<file path="config.mk">
export PLATFORM = sky130hd
export DESIGN_NAME = nibble_serial_adder_ctrl
export DESIGN_NICKNAME = d
export VERILOG_FILES = /design/src/rtl/nibble_serial_adder_ctrl.sv
export SDC_FILE = /design/constraint.sdc
export NUM_CORES = 1
export LEC_CHECK = 0
export ABC_AREA = 1
export BUFFER_PORTS_ARGS = -buffer_cell sky130_fd_sc_hd__clkbuf_2
export CAP_MARGIN = 25
export CORE_ASPECT_RATIO = 1.2
export CORE_MARGIN = 4
export CORE_UTILIZATION = 40
export CTS_CLUSTER_SIZE = 8
export DETAILED_ROUTE_END_ITERATION = 6
export PLACE_DENSITY = 0.67
export SYNTH_ARGS = -nofsm -noshare
export SYNTH_HDL_FRONTEND = slang
export SYNTH_SLANG_ARGS = --single-unit
</file>
<file path="constraint.sdc">
create_clock -name CLK -period 2.7 [get_ports CLK]
set_input_delay 0.27 -clock CLK [delete_from_list [all_inputs] [get_ports CLK]]
set_output_delay 0.27 -clock CLK [all_outputs]
set_load 0.005 [all_outputs]
</file>
<file path="src/rtl/nibble_serial_adder_ctrl.sv">
// Nibble-serial adder controller: streams operands one nibble per cycle through an
// external 4-bit adder, ripples the carry in a flop and assembles SUM/COUT/OVF.
module nibble_serial_adder_ctrl #(
    parameter int unsigned NIBBLES = 4,
    localparam int unsigned W = 4 * NIBBLES
) (
    input  logic         CLK,
    input  logic         RST,
    input  logic         START,
    input  logic         CIN,
    input  logic [W-1:0] A,
    input  logic [W-1:0] B,
    output logic [3:0]   ADD_A,
    output logic [3:0]   ADD_B,
    output logic         ADD_C0,
    input  logic [3:0]   ADD_S,
    input  logic         ADD_C4,
    output logic         BUSY,
    output logic         DONE,
    output logic [W-1:0] SUM,
    output logic         COUT,
    output logic         OVF
);

    localparam int unsigned IW = (NIBBLES > 1) ? $clog2(NIBBLES) : 1;

    typedef enum logic [1:0] {
        S_IDLE,
        S_RUN,
        S_DONE
    } state_t;

    state_t         state_q, state_d;
    logic [W-1:0]   opa_q, opa_d;
    logic [W-1:0]   opb_q, opb_d;
    logic [W-1:0]   res_q, res_d;
    logic           carry_q, carry_d;
    logic [IW-1:0]  idx_q, idx_d;
    logic [W-1:0]   sum_q, sum_d;
    logic           cout_q, cout_d;
    logic           ovf_q, ovf_d;
    logic [W-1:0]   res_next;

    always_ff @(posedge CLK) begin
        if (RST) begin
            state_q <= S_IDLE;
            opa_q   <= '0;
            opb_q   <= '0;
            res_q   <= '0;
            carry_q <= 1'b0;
            idx_q   <= '0;
            sum_q   <= '0;
            cout_q  <= 1'b0;
            ovf_q   <= 1'b0;
        end else begin
            state_q <= state_d;
            opa_q   <= opa_d;
            opb_q   <= opb_d;
            res_q   <= res_d;
            carry_q <= carry_d;
            idx_q   <= idx_d;
            sum_q   <= sum_d;
            cout_q  <= cout_d;
            ovf_q   <= ovf_d;
        end
    end

    always_comb begin
        state_d = state_q;
        opa_d   = opa_q;
        opb_d   = opb_q;
        res_d   = res_q;
        carry_d = carry_q;
        idx_d   = idx_q;
        sum_d   = sum_q;
        cout_d  = cout_q;
        ovf_d   = ovf_q;
        ADD_A   = '0;
        ADD_B   = '0;
        ADD_C0  = 1'b0;
        BUSY    = 1'b0;
        DONE    = 1'b0;
        // Shift-and-insert written without a slice so NIBBLES=1 (W=4) stays legal
        res_next = (res_q >> 4) | (W'(ADD_S) << (W - 4));

        case (state_q)
            S_IDLE: begin
                if (START) begin
                    opa_d   = A;
                    opb_d   = B;
                    carry_d = CIN;
                    idx_d   = '0;
                    state_d = S_RUN;
                end
            end
            S_RUN: begin
                BUSY    = 1'b1;
                ADD_A   = opa_q[3:0];
                ADD_B   = opb_q[3:0];
                ADD_C0  = carry_q;
                res_d   = res_next;
                carry_d = ADD_C4;
                opa_d   = opa_q >> 4;
                opb_d   = opb_q >> 4;
                idx_d   = idx_q + 1'b1;
                if (idx_q == IW'(NIBBLES - 1)) begin
                    sum_d   = res_next;
                    cout_d  = ADD_C4;
                    ovf_d   = (opa_q[3] == opb_q[3]) && (ADD_S[3] != opa_q[3]);
                    state_d = S_DONE;
                end
            end
            S_DONE: begin
                DONE    = 1'b1;
                state_d = S_IDLE;
            end
            default: state_d = S_IDLE;
        endcase
    end

    assign SUM  = sum_q;
    assign COUT = cout_q;
    assign OVF  = ovf_q;

endmodule

</file>
### Yosys cells after proc, flatten, opt, wreduce, memory -nomap -nowiden

Cells that the tools add are included.

| operators by class | value |
|---|---|
| add/sub/neg operators | 1 |
| equal/unequal tests | 7 |
| muxes and demuxes | 16 |
| bitwise operators | 1 |
| reduce and logical (&&, ||, !) cells | 6 |

Operators with widths:

| cell | number |
|---|---|
| 16-bit case mux with 2 select lines | 2 |
| 16-bit 2-to-1 mux | 2 |
| 12-bit by 16-bit bitwise OR with 16-bit output | 1 |
| 4-bit 2-to-1 mux | 2 |
| 2-bit case mux with 2 select lines | 2 |
| 2-bit 2-to-1 mux | 3 |
| 2-bit AND reduction | 3 |
| 2-bit == test (second input constant) | 2 |
| 1-bit 2-to-1 mux | 4 |
| 2-bit != test (second input constant) | 2 |
| 2-bit by 1-bit adder with 2-bit output (second input constant) | 1 |
| 2-bit by 1-bit == test with 1-bit output (second input constant) | 1 |
| 2-bit logical NOT | 1 |
| 1-bit case mux with 2 select lines | 1 |
| 2-bit nonzero test | 1 |
| 1-bit == test | 1 |
| 1-bit logical AND | 1 |
| 1-bit != test | 1 |

| word-level totals | value |
|---|---|
| bits in registers | 71 |
| input bits | 41 |
| output and inout bits | 29 |
| word-level logic and storage cells | 40 |

### Longest topological paths before layout

Gate-level depths: netlist of the first run.

| depth | value |
|---|---|
| depth after elaboration | 3 |
| depth in mapped cells | 7 |

### Worst setup path after synthesis of the first run

No wires, ideal clock.

| timing path | value |
|---|---|
| path kind | register -> output |
| start | register state_q[0] |
| end | output port ADD_A[0] |
| arrival | 0.954 ns |
| path slack | 1.476 ns |
| cell stages (with the launch flop) | 5 |
| cell sequence | dfxtp_1 > nand2_2 > buf_2 > buf_2 > nor2_1 |

| between the ends | value |
|---|---|
| longest elaborated chain between the ends | 2 |

Ends and longest elaborated chain:

| element | RTL line | text |
|---|---|---|
| start: declaration | 33 | `state_t state_q, state_d;` |
| start signal: assignment | 56 | `state_q <= state_d;` |
| 2-bit by 1-bit == test with 1-bit output | 86 | `case (state_q)` |
| 4-bit 2-to-1 mux | 86 |  |
| end: declaration | 13 | `output logic [3:0] ADD_A,` |

No other way between the ends.

### Worst setup path in the final report of the first run

| timing path | value |
|---|---|
| start | register state_q[1] |
| end | output port BUSY |

| between the ends | value |
|---|---|
| longest elaborated chain between the ends | 2 |

Ends and longest elaborated chain:

| element | RTL line | text |
|---|---|---|
| 2-bit by 1-bit == test with 1-bit output | 86 |  |
| 1-bit 2-to-1 mux | 86 |  |
| end: declaration | 18 | `output logic BUSY,` |

No other way between the ends.

==> results of run 1 <==
[worst max-delay path by stage]
stage | start | to | slack [ns] | cells after the start
2_1_floorplan | state_q[0] | ADD_A[0] | 1.48 | 4
3_3_place_gp | RST | res_q[6] | 1.04 | 4
3_5_place_dp | RST | res_q[4] | 0.99 | 4
4_1_cts | state_q[1] | BUSY | 0.66 | 4
5_1_grt | state_q[1] | BUSY | 0.53 | 4
6_report | state_q[1] | BUSY | 0.71 | 4
[placed cells by master, fill, tap and decap left out, types with 2 or more instances in the layout]
master and instances:
nor2_2 2, o21ai_0 13, nor2_1 80, nand3_1 43, clkbuf_8 9, a21oi_1 24
nand2_1 142, inv_1 35, inv_6 2, buf_4 3, dfxtp_1 67, o21ai_1 3
bufinv_16 3, clkbuf_2 69
[final cells by class]
type	count	area share
inverters	36	0.0381
multi-input cells	312	0.373
clock inverters	7	0.0349
clock buffers	9	0.0349
flip-flops and latches	67	0.378
well taps	90	0.0317
repair buffers	73	0.109
[metrics by stage]
step / cells / setup WS [ns]
5_1_grt: 594 / 0.530
3_3_place_gp: 578 / 1.04
6_report: 594 / 0.708
3_5_place_dp: 578 / 0.989
4_1_cts: 594 / 0.662
2_1_floorplan: 442 / 1.48
[power groups by stage]
| stage | logic [mW] | registers, mW | clock network (mW) |
|---|---|---|---|
| floorplan | 0.210 | 1.09 | 0 |
| global placement | 0.277 | 1.10 | 0 |
| detailed placement | 0.283 | 1.10 | 0 |
| CTS | 0.285 | 1.08 | 1.04 |
| global route | 0.329 | 1.08 | 1.09 |
| finish | 0.281 | 1.08 | 1.03 |
[worst max-delay path: stages, from the launching register on]
cell and delay [ns]:
dfxtp_1 0.34, inv_1 0.07, nand2_2 0.41, inv_1 0.35, clkbuf_2 0.21
[state kept, by name (all words and copies together), names as in the netlist]
register and flops:
COUT 1, OVF 1, SUM 16, carry_q 1, idx_q 2, opa_q 16, opb_q 16, res_q 12
state_q 2
[logic make-up after synthesis]
| logic type | Yosys count | synth area share |
|---|---|---|
| adder cells (fa/ha/maj) | 1 | 0.00424 |
| AO/OA/AOI/OAI | 41 | 0.0734 |
| AND/OR/NAND/NOR | 270 | 0.372 |
| flip-flops | 67 | 0.455 |
| buffers and inverters | 63 | 0.0955 |
[Yosys cell counts]
| cell | n | area [um^2] |
|---|---|---|
| a21oi_1 | 24 | 120 |
| buf_1 | 1 | 3.75 |
| buf_2 | 12 | 60.1 |
| buf_4 | 6 | 45.0 |
| buf_6 | 1 | 11.3 |
| clkbuf_1 | 7 | 26.3 |
| dfxtp_1 | 67 | 1340 |
| ha_1 | 1 | 12.5 |
| inv_1 | 35 | 131 |
| inv_2 | 1 | 3.75 |
| nand2_1 | 142 | 533 |
| nand2_2 | 1 | 6.26 |
| nand3_1 | 43 | 215 |
| nand3_4 | 1 | 17.5 |
| nor2_1 | 80 | 300 |
| nor2_2 | 2 | 12.5 |
| nor2_4 | 1 | 11.3 |
| o21ai_0 | 13 | 65.1 |
| o21ai_1 | 3 | 15.0 |
| o21ai_4 | 1 | 16.3 |
[layer usage]
metal | share of wire | global-route usage | vias up
li1 | - | - | 1474
met1 | 0.43 | 0.194 | 1220
met2 | 0.50 | 0.267 | 47
met3 | 0.046 | 0.0395 | 9
met4 | 0.017 | 0.0647 | 0
met5 | 0 | 0 | -
==> flow_metrics.py, run 1 <==
metrics = {
    "run_status": {
        "status": "completed",
    },
    "clock_tree": {
        "cts-root-buf": "clkbuf_8",
        "clk_pin_slew_ns": 0.07,
        "clock-sinks": 67,
        "cts_buffer_depth": 2,
        "cts_tree": "done",
        "clock_latency_ns": 0.35,
        "cts_hold_buf": 0,
        "cts_resized": 0,
        "cts_buffers": 9,
        "post_cts_buffers": 0,
        "htreeDepth": 3,
    },
    "final_layout": {
        "multi_input_area_um2": 1330,
        "final_area_um2": 3550,
        "final_util": 0.491,
        "seq_area_um2": 1340,
        "fillers": 750,
        "diodes": 0,
        "nets": 541,
        "syn2layout_area_growth_pct": 20.4,
        "drive_gt1_frac": 0.190,
    },
    "synthesis": {
        "synth_cells": 442,
        "yosysWarnings": 0,
        "ys_seq_area_frac": 0.455,
        "synth_area_per_cell_um2": 6.67,
        "syn-num-nets": 484,
        "synth_seq_cells": 67,
        "ys_types": 20,
        "synth.cell_area_um2": 2950,
    },
    "critical_path": {
        "critPathArrivalTime_ns": 1.72,
        "critPathKind": "reg2out",
        "critPathMaxFanout": 33,
        "r2r-end": "opb_q[8]",
        "regToRegStartpoint": "state_q[0]",
        "cp-end-kind": "output pin",
        "reg2reg_slack_ns": 1.02,
        "rr_worst_depth": 6,
        "required_ns": 2.43,
        "start_kind": "flip-flop",
    },
    "die": {
        "start_util": 0.408,
        "core_um2": 7230,
        "dieWidth_um": 86.4,
        "fp.dieArea_um2": 8810,
        "ios": 70,
        "die_h_um": 102,
        "rows": 34,
    },
    "power": {
        "p_leak_nw": 1.72,
        "clkPwrFrac": 0.430,
        "finalPower_mw": 2.38,
        "ir_drop_mv": 0.292,
        "pwr_density_cell_nw_per_um2": 672,
        "intPower_mw": 1.78,
        "switching_share": 0.255,
        "power_frac_comb": 0.118,
        "switchingPower_mw": 0.609,
        "seqPwrFrac": 0.452,
    },
    "min_path": {
        "hold_path_depth": 3,
        "hold_end": "SUM[13]",
        "hold_path.class": "in2reg",
        "worstHoldStart": "ADD_S[1]",
    },
    "job": {
        "drv_cap": 0,
    },
    "drt": {
        "wl_per_cell_um": 11.2,
        "drc": 0,
        "firstDrtPassIters": 4,
        "wl_um": 6670,
        "vias": 2750,
        "ant_nets": 0,
        "viasPerCell": 4.63,
        "drtIter0Drc": 211,
    },
    "sta": {
        "final-setup-viol-count": 0,
        "slew_violations": 0,
        "period_needed_ns": 1.99,
        "worst_pin_slew_ns": 0.719,
        "skew_ns": 0.00836,
        "hold_viol_final": 0,
        "setup_tns_ns": 0,
        "holdWs_ns": 0.135,
        "maxSlewHeadroom": 0.520,
        "rsz0062_at_grt": "no",
        "period_share": 0.738,
        "fmax_ghz": 0.502,
    },
    "placement": {
        "place_congestion": 0.740,
        "portBuffers": 69,
        "placed_area_um2": 3300,
        "dp_hpwl_um": 4480,
    },
    "global_routing": {
        "grt_max_degree": 47,
        "grt_pass1_vias": 2485,
        "grt_pass1_wl_um": 11100,
        "grtUsageTotal": 0.159,
        "antenna_found_initial": 0,
        "globalRouteOverflowTotal": 0,
    },
}
No activity file was read; power rests on OpenSTA's default activity.
==> inputs of run 2 (changes only) <==
--- a/config.mk
+++ b/config.mk
@@ -13,7 +13,7 @@
 export CORE_UTILIZATION = 40
 export CTS_CLUSTER_SIZE = 8
 export DETAILED_ROUTE_END_ITERATION = 6
-export PLACE_DENSITY = 0.67
+export PLACE_DENSITY = 0.7
 export SYNTH_ARGS = -nofsm -noshare
 export SYNTH_HDL_FRONTEND = slang
 export SYNTH_SLANG_ARGS = --single-unit
==> constraint.sdc (replaced) <==
create_clock -name CLK -period 1.6 [get_ports CLK]
set_input_delay 0.16 -clock CLK [delete_from_list [all_inputs] [get_ports CLK]]
set_output_delay 0.16 -clock CLK [all_outputs]
set_load 0.005 [all_outputs]
==> run 2 against run 1 <==
Net effect: clock skew is 0.0021 ns lower; critical path depth stayed put; combinational power is 76% higher; wire length is 0.39% higher; power is 50% higher; clock-buffer cell count is 2 higher; sequential power is 69% higher; clock power is 23% higher; core utilization hardly changed; via count is 0.40% lower; first-iteration DRC count is 56% lower.
==> flow_metrics.py, run 2 (synthesis gave the netlist of run 1 again) <==
metrics = {
    "clock_tree": {
        "clock_latency_ns": 0.33,
        "cts_buffers": 9,
        "htreeDepth": 3,
        "cts_tree": "done",
        "clk_pin_slew_ns": 0.07,
        "cts_hold_buf": 0,
        "cts_buffer_depth": 2,
        "clock-sinks": 67,
        "cts-root-buf": "clkbuf_8",
    },
    "critical_path": {
        "start_kind": "flip-flop",
        "required_ns": 1.44,
        "critPathKind": "reg2out",
        "cp-end-kind": "output pin",
        "critPathMaxFanout": 17,
        "critPathArrivalTime_ns": 1.40,
    },
    "placement": {
        "place_congestion": 0.774,
        "dp_slack_ns": 0.211,
        "dp_hpwl_um": 4790,
        "placed_area_um2": 3350,
        "portBuffers": 69,
    },
    "die": {
        "ios": 70,
        "die_h_um": 102,
        "fp.dieArea_um2": 8810,
        "start_util": 0.408,
        "core_um2": 7230,
        "rows": 34,
        "dieWidth_um": 86.4,
    },
    "global_routing": {
        "grtUsageTotal": 0.165,
        "grt_pass1_vias": 2654,
        "globalRouteOverflowTotal": 0,
        "grt_pass1_wl_um": 11700,
        "grt_max_degree": 29,
        "antenna_found_initial": 0,
    },
    "sta": {
        "maxSlewHeadroom": 0.758,
        "hold_viol_final": 0,
        "slew_violations": 0,
        "period_share": 0.974,
        "period_needed_ns": 1.56,
        "holdWs_ns": 0.0513,
        "rsz0062_at_grt": "yes",
        "timing.final.ws_setup_ns": 0.0414,
        "worst_pin_slew_ns": 0.362,
        "final-setup-viol-count": 0,
        "fmax_ghz": 0.642,
        "skew_ns": 0.00622,
    },
    "drt": {
        "drc": 0,
        "vias": 2739,
        "wl_per_cell_um": 11.1,
        "viasPerCell": 4.54,
        "drtIter0Drc": 92,
        "ant_nets": 0,
        "firstDrtPassIters": 4,
        "wl_um": 6690,
    },
    "final_layout": {
        "final_cell_mix": "142 x nand2_1, 80 x nor2_1, 69 x clkbuf_2",
        "nets": 550,
        "final_area_um2": 3550,
        "syn2layout_area_growth_pct": 20.5,
        "final_common_cell": "nand2_1",
        "drive_gt1_frac": 0.207,
        "diodes": 0,
    },
    "power": {
        "ir_drop_mv": 0.464,
        "p_leak_nw": 1.73,
        "pwr_density_cell_nw_per_um2": 1010,
    },
    "job": {
        "drv_cap": 0,
    },
    "min_path": {
        "hold_path.class": "in2reg",
    },
    "run_status": {
        "status": "completed",
    },
}
## run 2: cell types whose count changed in the layout (fill, tap and decap cells not counted), sizes merged
cell and change:
clkinvlp +1, clkinv +3, buf +9, bufinv -3, inv -3, clkbuf +2
## run 2: per-stage QoR
| step | std cells | power (mW) | setup TNS (ns) | util |
|---|---|---|---|---|
| floorplan | 442 | 2.20 | 0 | - |
| global route | 603 | 3.79 | -0.0642 | 0.491 |
| detailed placement | 586 | 2.35 | 0 | 0.463 |
| finish | 603 | 3.58 | 0 | 0.491 |
| global placement | 586 | 2.33 | 0 | 0.463 |
| CTS | 603 | 3.62 | 0 | 0.490 |
## run 2: critical path, cell delays in order (launching register included)
cell	delay, ns
dfxtp_1	0.37
buf_4	0.26
buf_4	0.24
nor2_1	0.07
clkbuf_2	0.12
## run 2: power breakdown
part,total (mW),switching [mW],internal (mW)
sequential,1.82,0.0484,1.77
clock,1.27,0.630,0.636
combinational,0.495,0.300,0.195
total,3.58,0.978,2.60
## run 2: timing repair
action / in CTS / in global routing
setup buffers: 1 / 0
gates resized for setup: 2 / 2
setup endpoints to repair: 1 / 10
## run 2: final timing paths
kind              start   endpoint  slack [ns]  cells after the start
max          state_q[0]       DONE        0.04                      4
min            ADD_S[1]    SUM[13]        0.05                      3
max reg2reg  state_q[1]    SUM[10]        0.17                      6
min reg2reg   opb_q[15]  opb_q[15]        0.46                      2
## run 2: layout make-up
cell class                 count  area, um^2
multi-input combinational    312        1330
fill                         763        3680
clock buffer                  11         151
sequential                    67        1340
clock inverter                 5        27.5
timing repair buffer          82         450
inverter                      36         139
tap                           90         113
## run 2: routing by layer
layer	global-route usage	wire length (um)	vias up
met5	0	0	-
met4	0.0612	94	0
met3	0.0371	279	9
met2	0.281	3240	50
met1	0.203	3080	1184
li1	-	-	1496
==> inputs of run 3 (changes only) <==
--- a/config.mk
+++ b/config.mk
@@ -8,7 +8,7 @@
 export ABC_AREA = 1
 export BUFFER_PORTS_ARGS = -buffer_cell sky130_fd_sc_hd__clkbuf_2
 export CAP_MARGIN = 25
-export CORE_ASPECT_RATIO = 1.2
+export CORE_ASPECT_RATIO = 0.9
 export CORE_MARGIN = 4
 export CORE_UTILIZATION = 40
 export CTS_CLUSTER_SIZE = 8
==> run 3 against run 2 <==
Net effect: design area up 3.0%; largest power group unchanged; combinational power grew 4.8%; global-route usage rose by 0.17 points; clock power rose by 24%; critical path type unchanged; die area hardly changed; setup slack better by 0.053 ns; sequential share of layout area down 1.1 points; worst hold slack got worse by 0.014 ns; first-iteration DRC count is 50% higher; via count is 2.7% higher; register-to-register slack gained 0.07 ns.
==> flow_metrics.py, run 3 (synthesis gave the netlist of run 1 again) <==
metrics = {
    "sta": {
        "slew_violations": 0,
        "setup_tns_ns": 0,
        "rsz0062_at_grt": "yes",
        "hold_viol_final": 0,
        "fmax_ghz": 0.664,
        "period_needed_ns": 1.51,
        "timing.final.ws_setup_ns": 0.0942,
        "worst_pin_slew_ns": 0.372,
        "period_share": 0.941,
        "maxSlewHeadroom": 0.751,
        "skew_ns": 0.0121,
        "final-setup-viol-count": 0,
    },
    "global_routing": {
        "antenna_found_initial": 0,
        "grt_pass1_wl_um": 11800,
        "grt_max_degree": 29,
        "globalRouteOverflowTotal": 0,
        "grtUsageTotal": 0.167,
        "grt_pass1_vias": 2531,
    },
    "job": {
        "drv_cap": 0,
    },
    "die": {
        "core_um2": 7110,
        "ios": 70,
        "dieWidth_um": 98.5,
        "start_util": 0.414,
        "rows": 29,
        "die_h_um": 89.4,
        "fp.dieArea_um2": 8810,
    },
    "final_layout": {
        "final_cell_mix": "142 x nand2_1, 80 x nor2_1, 69 x clkbuf_2",
        "layout.cells.non_filler": 609,
        "syn2layout_area_growth_pct": 24.1,
        "fillers": 719,
        "diodes": 0,
        "final_area_um2": 3660,
        "final_common_cell": "nand2_1",
        "nets": 553,
        "seq_area_um2": 1340,
        "multi_input_area_um2": 1330,
        "drive_gt1_frac": 0.215,
    },
    "critical_path": {
        "cpPeakStageDelay_ns": 0.39,
        "crit_buf_inv": 3,
        "cp-end-kind": "output pin",
        "critPathArrivalTime_ns": 1.35,
        "rr_worst_depth": 5,
        "critPathKind": "reg2out",
        "crit_family": "buffers and inverters",
        "r2r-end": "SUM[14]",
        "crit_chain": "inv_4 -> nand2_2 -> buf_4 -> nor2_1 -> clkbuf_2",
        "critPathMaxFanout": 13,
        "cp.depth": 5,
        "required_ns": 1.44,
        "crit_slowest_cell": "dfxtp_1",
        "regToRegStartpoint": "state_q[0]",
        "reg2reg_slack_ns": 0.24,
        "start_kind": "flip-flop",
    },
    "drt": {
        "routed-wl-met2_um": 3100,
        "ant_nets": 0,
        "met1_length_um": 3530,
        "wl_um": 7050,
        "wl_per_cell_um": 11.6,
        "vias": 2813,
        "top_layer": "met4",
        "routed-wl-met3_um": 350,
        "drtIter0Drc": 138,
        "drc": 0,
        "firstDrtPassIters": 4,
        "viasPerCell": 4.62,
    },
    "run_status": {
        "status": "completed",
    },
    "clock_tree": {
        "clock_latency_ns": 0.35,
        "cts-root-buf": "clkbuf_8",
        "cts_tree": "done",
        "clk_pin_slew_ns": 0.08,
        "cts_buffers": 9,
        "cts_hold_buf": 0,
        "clock-sinks": 67,
        "htreeDepth": 3,
        "cts_buffer_depth": 2,
    },
    "power": {
        "pwr_density_cell_nw_per_um2": 1070,
        "finalPower_mw": 3.92,
        "ir_drop_mv": 0.393,
        "p_leak_nw": 1.77,
    },
    "min_path": {
        "hold_end": "SUM[13]",
        "worstHoldStart": "ADD_S[1]",
        "hold_path.class": "in2reg",
        "hold_path_depth": 3,
    },
    "placement": {
        "placedCellCount": 590,
        "dp_hpwl_um": 4860,
        "place_congestion": 0.772,
        "placed_area_um2": 3400,
        "dp_slack_ns": 0.154,
        "portBuffers": 69,
    },
}
==> run 3: cell types whose count changed in the layout (fill, tap and decap cells not counted), sizes merged <==
cell | previous run | this run
buf | 13 | 16
bufinv | 0 | 2
clkbuf | 80 | 78
clkinv | 4 | 2
clkinvlp | 2 | 3
inv | 35 | 36
==> run 3: final cells by class <==
| cell class | instances | area share |
|---|---|---|
| Clock buffer | 9 | 0.0339 |
| Sequential cell | 67 | 0.367 |
| Tap cell | 93 | 0.0318 |
| Inverter | 36 | 0.0387 |
| Timing Repair Buffer | 85 | 0.139 |
| Multi-Input combinational cell | 312 | 0.362 |
| Clock inverter | 7 | 0.0277 |
==> run 3: worst register-to-register path: stages (launching register included) <==
cell and delay [ns]:
dfxtp_2 0.38, buf_4 0.32, nand3_4 0.28, nor2_4 0.21
nand2_1 0.07, nand2_1 0.06
==> run 3: repair_timing <==
item	4_1_cts	5_1_grt
setup buffers	0	3
endpoints found under the setup margin	10	11
gates resized for setup	2	3
==> run 3: worst max-delay path by stage <==
stage,endpoint,from,slack (ns)
2_1_floorplan,ADD_A[0],state_q[0],0.49
3_3_place_gp,SUM[10],state_q[0],0.23
3_5_place_dp,SUM[14],state_q[0],0.15
4_1_cts,ADD_C0,state_q[1],0.007
5_1_grt,ADD_A[3],state_q[1],-0.008
6_report,ADD_A[3],state_q[1],0.09
==> run 3: metrics by stage <==
step | util | hold slack (ns)
after detailed placement | 0.478 | 0.389
after global routing | 0.514 | 0.0207
after floorplan | - | 0.239
after global placement | 0.478 | 0.374
final | 0.514 | 0.0373
after CTS | 0.510 | 0.0249
==> run 3: layer usage <==
metal | track usage | vias to the layer above
met4 | 0.0707 | 0
li1 | - | 1504
met5 | 0 | -
met1 | 0.229 | 1242
met2 | 0.252 | 59
met3 | 0.0398 | 8
==> run 3: power breakdown <==
part | internal [mW] | total [mW] | switching, mW
sequential | 1.77 | 1.82 | 0.0495
combinational | 0.211 | 0.519 | 0.308
clock | 0.887 | 1.58 | 0.697
total | 2.87 | 3.92 | 1.05
